<file path="src/rtl/pianotiles_pkg.sv">
`default_nettype none
// ============================================================================
// Module   : pianotiles_pkg
// Purpose  : Shared types, constants and the key-to-column mapping used by
//            the piano-tiles input stage, game FSM and vga_player.
// Revision : 1.0 - initial release
// ============================================================================
package pianotiles_pkg;

  localparam int NUM_COLS               = 4;
  localparam int DEBOUNCE_TICKS_DEFAULT = 3;

  // Column index on the playfield, 0 = leftmost.
  typedef logic [1:0] col_t;

  // Press-acceptance FSM: LOCK holds off all presses until every key is up.
  typedef enum logic [0:0] {
    ACC_IDLE = 1'b0,
    ACC_LOCK = 1'b1
  } accept_state_e;

  // Buttons are wired right-to-left: key_n[3] is column 0, key_n[0] is column 3.
  function automatic col_t key_to_col(input logic [1:0] key_idx);
    return ~key_idx;
  endfunction

endpackage
`default_nettype wire

</file>
<file path="src/rtl/key_debounce.sv">
`default_nettype none
// ============================================================================
// Module   : key_debounce
// Purpose  : Two-flop synchroniser plus counter debouncer for one active-low
//            button. Exposes the debounced level, its next value and a
//            combinational press edge aligned with the edge where it flips.
// Revision : 1.0 - initial release
// ============================================================================
module key_debounce #(
  parameter int DEBOUNCE_TICKS = 3
) (
  input  logic rate_clock,
  input  logic reset,
  input  logic key_n_raw,
  output logic stable,
  output logic stable_next,
  output logic press_edge
);

  localparam logic [3:0] TICKS_C = 4'(DEBOUNCE_TICKS);

  logic       sync1_q, sync1_d;
  logic       sync2_q, sync2_d;
  logic       stable_q, stable_d;
  logic [3:0] cnt_q, cnt_d;

  // Next-state: shift the synchroniser and count ticks of disagreement.
  always_comb begin
    sync1_d  = key_n_raw;
    sync2_d  = sync1_q;
    stable_d = stable_q;
    cnt_d    = 4'd0;
    if (sync2_q != stable_q) begin
      if (cnt_q + 4'd1 == TICKS_C) begin
        stable_d = ~stable_q;
        cnt_d    = 4'd0;
      end else begin
        cnt_d = cnt_q + 4'd1;
      end
    end
  end

  // State registers; released (1) is the idle level for every stage.
  always_ff @(posedge rate_clock or posedge reset) begin
    if (reset) begin
      sync1_q  <= 1'b1;
      sync2_q  <= 1'b1;
      stable_q <= 1'b1;
      cnt_q    <= 4'd0;
    end else begin
      sync1_q  <= sync1_d;
      sync2_q  <= sync2_d;
      stable_q <= stable_d;
      cnt_q    <= cnt_d;
    end
  end

  assign stable      = stable_q;
  assign stable_next = stable_d;
  // High during the tick whose closing edge flips the level released->pressed.
  assign press_edge  = stable_q & ~stable_d;

endmodule
`default_nettype wire

</file>
<file path="src/rtl/key_press_queue.sv">
`default_nettype none
// ============================================================================
// Module   : key_press_queue
// Purpose  : Debounces four active-low buttons, accepts single-key presses as
//            column events (chords rejected and flagged) and queues them in a
//            small FIFO drained with a valid/ready handshake.
// Revision : 1.0 - initial release
// ============================================================================
module key_press_queue
  import pianotiles_pkg::*;
#(
  parameter int DEBOUNCE_TICKS = DEBOUNCE_TICKS_DEFAULT,
  parameter int FIFO_DEPTH     = 4
) (
  input  logic       rate_clock,
  input  logic       reset,
  input  logic [3:0] key_n,
  input  logic       flush,
  input  logic       ev_ready,
  output logic       ev_valid,
  output logic [1:0] ev_col,
  output logic       chord_err,
  output logic       overflow,
  output logic [3:0] occupancy
);

  localparam int         PTR_W   = $clog2(FIFO_DEPTH);
  localparam logic [3:0] DEPTH_C = 4'(FIFO_DEPTH);

  logic [NUM_COLS-1:0] stable_vec;
  logic [NUM_COLS-1:0] stable_next_vec;
  logic [NUM_COLS-1:0] press_edge_vec;

  // One debouncer per button.
  for (genvar i = 0; i < NUM_COLS; i++) begin : g_key
    key_debounce #(
      .DEBOUNCE_TICKS(DEBOUNCE_TICKS)
    ) u_debounce (
      .rate_clock (rate_clock),
      .reset      (reset),
      .key_n_raw  (key_n[i]),
      .stable     (stable_vec[i]),
      .stable_next(stable_next_vec[i]),
      .press_edge (press_edge_vec[i])
    );
  end

  // --------------------------------------------------------------------------
  // Accept FSM
  // --------------------------------------------------------------------------
  accept_state_e state_q, state_d;
  logic          chord_err_q, chord_err_d;
  logic          push;
  col_t          push_col;
  logic [2:0]    num_press;
  logic          others_pressed;

  // Classify this tick's press edges: lone press -> push, anything else -> chord.
  always_comb begin
    state_d        = state_q;
    chord_err_d    = 1'b0;
    push           = 1'b0;
    push_col       = '0;
    num_press      = 3'd0;
    for (int i = 0; i < NUM_COLS; i++) begin
      num_press = num_press + {2'b0, press_edge_vec[i]};
      if (press_edge_vec[i]) begin
        push_col = key_to_col(2'(i));
      end
    end
    // A key releasing on this same edge already counts as released.
    others_pressed = |(~stable_next_vec & ~press_edge_vec);
    case (state_q)
      ACC_IDLE: begin
        if ((num_press >= 3'd2) || ((num_press == 3'd1) && others_pressed)) begin
          chord_err_d = 1'b1;
          state_d     = ACC_LOCK;
        end else if (num_press == 3'd1) begin
          push = 1'b1;
        end
      end
      ACC_LOCK: begin
        if (&stable_vec) begin
          state_d = ACC_IDLE;
        end
      end
      default: state_d = ACC_IDLE;
    endcase
  end

  // FSM state and the one-tick chord flag.
  always_ff @(posedge rate_clock or posedge reset) begin
    if (reset) begin
      state_q     <= ACC_IDLE;
      chord_err_q <= 1'b0;
    end else begin
      state_q     <= state_d;
      chord_err_q <= chord_err_d;
    end
  end

  // --------------------------------------------------------------------------
  // Event FIFO
  // --------------------------------------------------------------------------
  col_t             mem_q [FIFO_DEPTH];
  col_t             mem_d [FIFO_DEPTH];
  logic [PTR_W-1:0] wr_ptr_q, wr_ptr_d;
  logic [PTR_W-1:0] rd_ptr_q, rd_ptr_d;
  logic [3:0]       count_q, count_d;
  logic             overflow_q, overflow_d;
  logic             do_pop;
  logic             do_push;
  logic             full;

  // Queue bookkeeping; a pop frees the slot a same-edge push needs when full.
  always_comb begin
    mem_d      = mem_q;
    wr_ptr_d   = wr_ptr_q;
    rd_ptr_d   = rd_ptr_q;
    count_d    = count_q;
    overflow_d = overflow_q;
    full       = (count_q == DEPTH_C);
    do_pop     = (count_q != 4'd0) && ev_ready;
    do_push    = push && (!full || do_pop);
    if (flush) begin
      wr_ptr_d   = '0;
      rd_ptr_d   = '0;
      count_d    = 4'd0;
      overflow_d = 1'b0;
    end else begin
      if (do_push) begin
        mem_d[wr_ptr_q] = push_col;
        wr_ptr_d        = wr_ptr_q + PTR_W'(1);
      end
      if (do_pop) begin
        rd_ptr_d = rd_ptr_q + PTR_W'(1);
      end
      count_d = count_q + {3'b0, do_push} - {3'b0, do_pop};
      if (push && full && !do_pop) begin
        overflow_d = 1'b1;
      end
    end
  end

  // FIFO storage, pointers, occupancy and sticky overflow.
  always_ff @(posedge rate_clock or posedge reset) begin
    if (reset) begin
      for (int i = 0; i < FIFO_DEPTH; i++) begin
        mem_q[i] <= '0;
      end
      wr_ptr_q   <= '0;
      rd_ptr_q   <= '0;
      count_q    <= 4'd0;
      overflow_q <= 1'b0;
    end else begin
      mem_q      <= mem_d;
      wr_ptr_q   <= wr_ptr_d;
      rd_ptr_q   <= rd_ptr_d;
      count_q    <= count_d;
      overflow_q <= overflow_d;
    end
  end

  assign ev_valid  = (count_q != 4'd0);
  assign ev_col    = mem_q[rd_ptr_q];
  assign chord_err = chord_err_q;
  assign overflow  = overflow_q;
  assign occupancy = count_q;

endmodule
`default_nettype wire

</file>
<file path="config.mk">
export PLATFORM = sky130hd
export DESIGN_NAME = key_press_queue
export DESIGN_NICKNAME = d
export VERILOG_FILES = /design/src/rtl/pianotiles_pkg.sv /design/src/rtl/key_debounce.sv /design/src/rtl/key_press_queue.sv
export SDC_FILE = /design/constraint.sdc
export NUM_CORES = 1
export LEC_CHECK = 0
export CAP_MARGIN = 10
export CORE_UTILIZATION = 45
export CTS_CLUSTER_SIZE = 24
export DETAILED_ROUTE_END_ITERATION = 10
export PLACE_DENSITY_LB_ADDON = 0.05
export SYNTH_ARGS = -nofsm -noshare
export SYNTH_HDL_FRONTEND = slang
export SYNTH_SLANG_ARGS = --single-unit
</file>
<file path="constraint.sdc">
create_clock -name rate_clock -period 13.1 [get_ports rate_clock]
set_input_delay 1.965 -clock rate_clock [delete_from_list [all_inputs] [get_ports rate_clock]]
set_output_delay 1.965 -clock rate_clock [all_outputs]
set_load 0.01 [all_outputs]
</file>
==> flow_summary.toml, run 1 <==
[outcome]
status = "finished clean"

[synthesis]
synth_edf_count = 0
seq_area_frac_synth_pct = 47.3
ys.flop_type = "dfrtp_1"
synth_cells = 226
synth_area_leaders = "dfrtp_1, dfstp_2, ha_1"
yosysUniqueCellTypes = 43
async_reset_ff_share_pct = 100
synth_area_leader_cell = "dfrtp_1"
synth_top_area_share_pct = 34.8
yosys_warnings = 0
synth_fp_nets = 258
ys_seq_elements = 47
syn-mean-instance-area_um2 = 11.2
synth_area_um2 = 2520

[cts]
htree_levels = 2
post_cts_buffers = 0
root_buffer = "clkbuf_8"
max-clock-path-buffers = 2
cts_tree = "done"
cts_hold_buf = 0
clock-sinks = 47
cts_made_buffers = 5
cts_resized = 0
clkLatencyLatePin_ns = 0.29
clk_pin_slew_worst_paths_ns = 0.08

[routing]
drc = 0
first_pass_iters = 4
drtIter0Drc = 42
ant_nets = 0
avgRoutedWirePerCell_um = 12.5
avgViaCountPerCell = 5.08
routed_wl_mm = 3.97
num_vias = 1617

[power]
p_int_mw = 0.302
clkPwrFrac_pct = 17.7
power.switching_mw = 0.161
sequentialPowerShare_pct = 47.0
finalPower_mw = 0.463
p_sw_share_pct = 34.7
pwr-share-comb_pct = 35.2
power_density_nw_per_um2 = 163
peakVddDrop_uv = 77.5
p_leak_nw = 1.30

[critical_path]
cp.required_ns = 13.26
cp-start-kind = "flop"
crit_type = "reg2reg"
slowest_delay_ns = 0.43
endpoint_kind = "flop"
crit_arrival_ns = 4.93
worst-path-buf-inv = 2
crit_chain = "ha_1 > or3_1 > a21boi_0 > and3b_1 > fa_1 > ha_1 > inv_1 > ha_1 > nor4b_1 > and2_2 > and4_1 > nand3_1 > nand2_1 > ha_1 > inv_1 > fa_1 > xor2_1 > nor2_1"
crit_path_frequent_cell = "ha_1"
crit_path_max_fanout = 9
slowest_stage = "dfrtp_1"
path_delay_family = "simple AND/OR/NAND/NOR gates"

[die]
die_w_um = 76.8
dieArea_um2 = 5900
die_h_um = 76.8
ioPinCount = 17
num_rows = 26
core-area_um2 = 5240
start_util_pct = 48.1

[layout]
nFillCells = 466
area_delta_synth_final_pct = 12.4
fin_nets = 279
drive_above_1_share_pct = 15.7
antenna_cells = 0

[global_routing]
antenna_found_initial = 0
groute.usage.overall_pct = 15.4
grt-ovfl-total = 0
grt_start_max_net_pins = 48
first_global_vias = 1585
grt_pass1_wl_mm = 7.19

[placed_design]
portBuffers = 16
pre_cts_ws_ns = 8.35
place_hpwl_mm = 2.99
gp_congestion = 0.768

[timing]
drv_slew = 0
rsz0062_at_grt = "no"
period_share_pct = 36.4
hold_violations = 0
worstMarginPinSlew_ns = 0.968
clock.fmax_mhz = 210
setup-violations-final = 0
clock-skew-final_ns = 0.00830
hold_ws_ns = 0.358
fin_crit_ns = 4.77
timing.slew.headroom_pct = 35.3
setup_tns_ns = 0
worst_slack_ns = 8.33

[min_path]
worstHoldPathType = "reg2reg"

[job]
drv_cap = 0
## final cells by class
cell class | count | area [um^2] | share of cell area, %
multi-input combinational | 160 | 1250 | 44.1
sequential | 47 | 1190 | 42.0
timing repair buffer | 16 | 160 | 5.65
tap | 70 | 87.6 | 3.09
clock buffer | 8 | 80.1 | 2.83
inverter | 17 | 63.8 | 2.25
## placed cells by master, fill, tap and decap left out, drive strengths merged, types with 3 or more instances in the layout
cell            n
mux2           12
nor4b           3
nor2           21
dfrtp          35
nand2           9
o21ai           3
xor2            7
o211ai          4
xnor2           9
a21o            3
clkbuf          8
a21oi           9
and2            3
and3            5
inv            17
nor3            9
nand3          14
clkdlybuf4s50  16
ha             22
dfstp          12
and3b           3
## logic make-up (layout without fill, tap and decap cells)
group,after synthesis,after routing,share of synthesized area [%]
simple gates,78,78,16.5
xor+xnor,16,16,5.56
buf+inv,19,41,3.13
fa+ha+maj,24,24,12.5
mux,14,14,7.15
compound gates,28,28,7.85
flops,47,47,47.3
## power by group through the flow
stage	registers, mW	logic, mW	clock network (mW)
6_report	0.218	0.163	0.0821
5_1_grt	0.226	0.187	0.0917
4_1_cts	0.218	0.166	0.0878
3_5_place_dp	0.221	0.165	0
3_3_place_gp	0.221	0.164	0
2_1_floorplan	0.215	0.121	0
## worst paths after layout
check / startpoint / endpoint / slack, ns / cells after the start
worst max-delay path: g_key[0].u_debounce.cnt_q[0] / occupancy[2] / 8.33 / 18
worst min-delay path: g_key[1].u_debounce.sync1_q / g_key[1].u_debounce.sync2_q / 0.36 / 0
worst max register to register: g_key[0].u_debounce.cnt_q[0] / occupancy[2] / 8.33 / 18
worst min register to register: g_key[1].u_debounce.sync1_q / g_key[1].u_debounce.sync2_q / 0.36 / 0
max in group asynchronous: reset / overflow / 10.29 / 2
min in group asynchronous: reset / occupancy[3] / 2.22 / 2
## state kept, by name (all words and copies together), names as in the netlist
name and count:
rd_ptr_q 2, occupancy 4, g_key.u_debounce.stable 4, chord_err 1, wr_ptr_q 2, g_key.u_debounce.sync1_q 4, g_key.u_debounce.cnt_q 16, g_key.u_debounce.sync2_q 4
state_q 1, overflow 1, mem_q 8
## synth_stat cells, types with 2 or more instances
| library cell | count |
|---|---|
| dfrtp_1 | 35 |
| ha_1 | 22 |
| nor2_1 | 21 |
| inv_1 | 17 |
| nand3_1 | 14 |
| dfstp_2 | 12 |
| mux2_2 | 12 |
| a21oi_1 | 9 |
| nand2_1 | 9 |
| nor3_1 | 9 |
| xnor2_1 | 9 |
| xor2_1 | 7 |
| and3_1 | 5 |
| o211ai_1 | 4 |
| a21o_1 | 3 |
| and3b_1 | 3 |
| o21ai_0 | 3 |
| and2_2 | 2 |
| fa_1 | 2 |
| mux4_2 | 2 |
| nand4_1 | 2 |
| nor4b_1 | 2 |
| or3_1 | 2 |
## through the flow
stage | utilization (%) | std cells | instance area [um^2]
2_1_floorplan | - | 226 | 2520
3_3_place_gp | 52.6 | 310 | 2750
3_5_place_dp | 52.6 | 310 | 2750
4_1_cts | 54.1 | 318 | 2830
5_1_grt | 54.1 | 318 | 2830
6_report | 54.1 | 318 | 2830
## metal layers
layer  share of wire, %  wire length (um)  global-route usage, %
met3                2.2                87                   2.50
met1                 51              2040                   21.2
met5                  0                 0                      0
met4                1.6                65                   6.35
met2                 45              1780                   24.0
Power figures use the tool's default switching activity.
==> run 2: changes to the inputs <==
Clock period 13.1 ns to 4.6 ns, I/O delays scaled along.
==> run 2 against run 1 <==
Compared with the run above:
- sequential share of layout area down 0.60 points
- die area unchanged
- flip-flop and latch count unchanged
- clock skew about the same
- maximum frequency up 11%
- global-route usage up 0.59 points
- cell count up 0.94%
- critical endpoint unchanged
- worst hold slack about the same
- sequential power rose to 2.8 times the previous value
- worst setup slack worse by 8.0 ns
- largest cell class unchanged
==> flow_summary.toml, run 2 (same netlist as run 1, synthesis figures left out) <==
[layout]
design_area_um2 = 2870
biggestRegsByFlops = "g_key.u_debounce.cnt_q (16), mem_q (8)"
final_common_cell = "dfrtp_1"
antenna_cells = 0
fin_nets = 282
area_delta_synth_final_pct = 14.1
drive_above_1_share_pct = 18.7
largest_reg_flops = 16
regMostFlops = "g_key.u_debounce.cnt_q"
final_cells = 321
layout_common_cells = "dfrtp_1, nor2_1, ha_1"
post-route-util_pct = 54.9
nFillCells = 459

[critical_path]
crit_type = "reg2reg"
slowest_delay_ns = 0.43
crit_path_max_fanout = 6
crit_arrival_ns = 4.44
path_delay_family = "adder cells"
cp.required_ns = 4.76
slowest_stage = "dfrtp_1"
cp-start-kind = "flop"
crit_chain = "ha_1 > or3_1 > a21boi_0 > and3b_2 > fa_1 > ha_1 > inv_1 > ha_1 > nor4b_2 > and2_2 > and4_1 > nand3_1 > nand2_1 > ha_1 > inv_1 > fa_1 > xor2_1 > nor2_1"
worst-path-buf-inv = 2
crit_path_frequent_cell = "ha_1"
endpoint_kind = "flop"

[routing]
drc = 0
ant_nets = 0
avgRoutedWirePerCell_um = 12.8
drtIter0Drc = 57
avgViaCountPerCell = 5.07
first_pass_iters = 4
routed_wl_mm = 4.11
num_vias = 1629

[cts]
cts_hold_buf = 0
clk_pin_slew_worst_paths_ns = 0.08
cts_tree = "done"
max-clock-path-buffers = 2
htree_levels = 2
root_buffer = "clkbuf_8"
clock-sinks = 47
clkLatencyLatePin_ns = 0.29
cts_made_buffers = 5

[placed_design]
gp_congestion = 0.872
portBuffers = 16
place_hpwl_mm = 3.06
place_inst = 312
pre_cts_ws_ns = 0.187
post_dp_cell_area_um2 = 2770

[die]
ioPinCount = 17
start_util_pct = 48.1
dieArea_um2 = 5900
core-area_um2 = 5240
die_h_um = 76.8
die_w_um = 76.8
num_rows = 26

[global_routing]
grt_pass1_wl_mm = 7.42
first_global_vias = 1636
grt_start_max_net_pins = 48
groute.usage.overall_pct = 16.0
grt-ovfl-total = 0
antenna_found_initial = 0

[power]
peakVddDrop_uv = 239
finalPower_mw = 1.34
pwr-share-comb_pct = 36.3
p_leak_nw = 1.32
clkPwrFrac_pct = 17.6
p_sw_share_pct = 35.2
power.switching_mw = 0.473
power_density_nw_per_um2 = 468
sequentialPowerShare_pct = 46.2
p_int_mw = 0.871

[timing]
hold_ws_ns = 0.359
worst_slack_ns = 0.322
timing.slew.headroom_pct = 36.3
setup-violations-final = 0
fin_crit_ns = 4.28
worstMarginPinSlew_ns = 0.954
drv_slew = 0
rsz0062_at_grt = "no"
setup_tns_ns = 0
hold_violations = 0
period_share_pct = 93.0
clock.fmax_mhz = 234
clock-skew-final_ns = 0.00842

[job]
drv_cap = 0

[outcome]
status = "finished clean"

[min_path]
worstHoldPathType = "reg2reg"
==> run 2: worst reg2reg max path, stage by stage (launching register included) <==
cell,delay (ns)
dfrtp_1,0.43
ha_1,0.27
or3_1,0.39
a21boi_0,0.22
and3b_2,0.26
fa_1,0.40
ha_1,0.22
inv_1,0.06
ha_1,0.23
nor4b_2,0.27
and2_2,0.19
and4_1,0.24
nand3_1,0.08
nand2_1,0.07
ha_1,0.16
inv_1,0.05
fa_1,0.37
xor2_1,0.17
nor2_1,0.06
==> run 2: cell type report <==
| cell class | instances | area [um^2] | area share, % |
|---|---|---|---|
| Sequential cell | 47 | 1190 | 41.4 |
| Clock inverter | 1 | 5.00 | 0.174 |
| Inverter | 17 | 63.8 | 2.22 |
| Timing Repair Buffer | 19 | 183 | 6.36 |
| Multi-Input combinational cell | 160 | 1270 | 44.1 |
| Tap cell | 70 | 87.6 | 3.05 |
| Clock buffer | 7 | 76.3 | 2.66 |
==> run 2: power by group through the flow <==
stage | sequential (mW) | combinational (mW) | clock [mW]
final | 0.621 | 0.488 | 0.236
after global placement | 0.628 | 0.479 | 0
after CTS | 0.620 | 0.484 | 0.247
after detailed placement | 0.628 | 0.481 | 0
after floorplan | 0.612 | 0.346 | 0
after global routing | 0.640 | 0.561 | 0.263
==> run 2: final timing paths <==
path | cells after the start | end | slack [ns] | start
setup / recovery | 18 | occupancy[2] | 0.32 | g_key[0].u_debounce.cnt_q[0]
setup reg to reg | 18 | occupancy[2] | 0.32 | g_key[0].u_debounce.cnt_q[0]
max in group asynchronous | 2 | g_key[2].u_debounce.cnt_q[3] | 3.08 | reset
hold / removal | 0 | g_key[1].u_debounce.sync2_q | 0.36 | g_key[1].u_debounce.sync1_q
hold reg to reg | 0 | g_key[1].u_debounce.sync2_q | 0.36 | g_key[1].u_debounce.sync1_q
min in group asynchronous | 2 | occupancy[1] | 0.93 | reset
==> run 2: routing by layer <==
layer  wire length [um]  up-vias  GRT usage (%)  share of wire [%]
met5                  0        -              0                  0
met4                 70        0           7.31                1.7
met3                 84        7           2.86                2.0
met2               1840       17           24.6                 45
met1               2110      775           21.9                 51
li1                   -      830              -                  -
==> run 2: timing repair <==
action | 4_1_cts | 5_1_grt
endpoints found under the setup margin | 0 | 3
buffers inserted | 0 | 1
resized for setup | 0 | 6
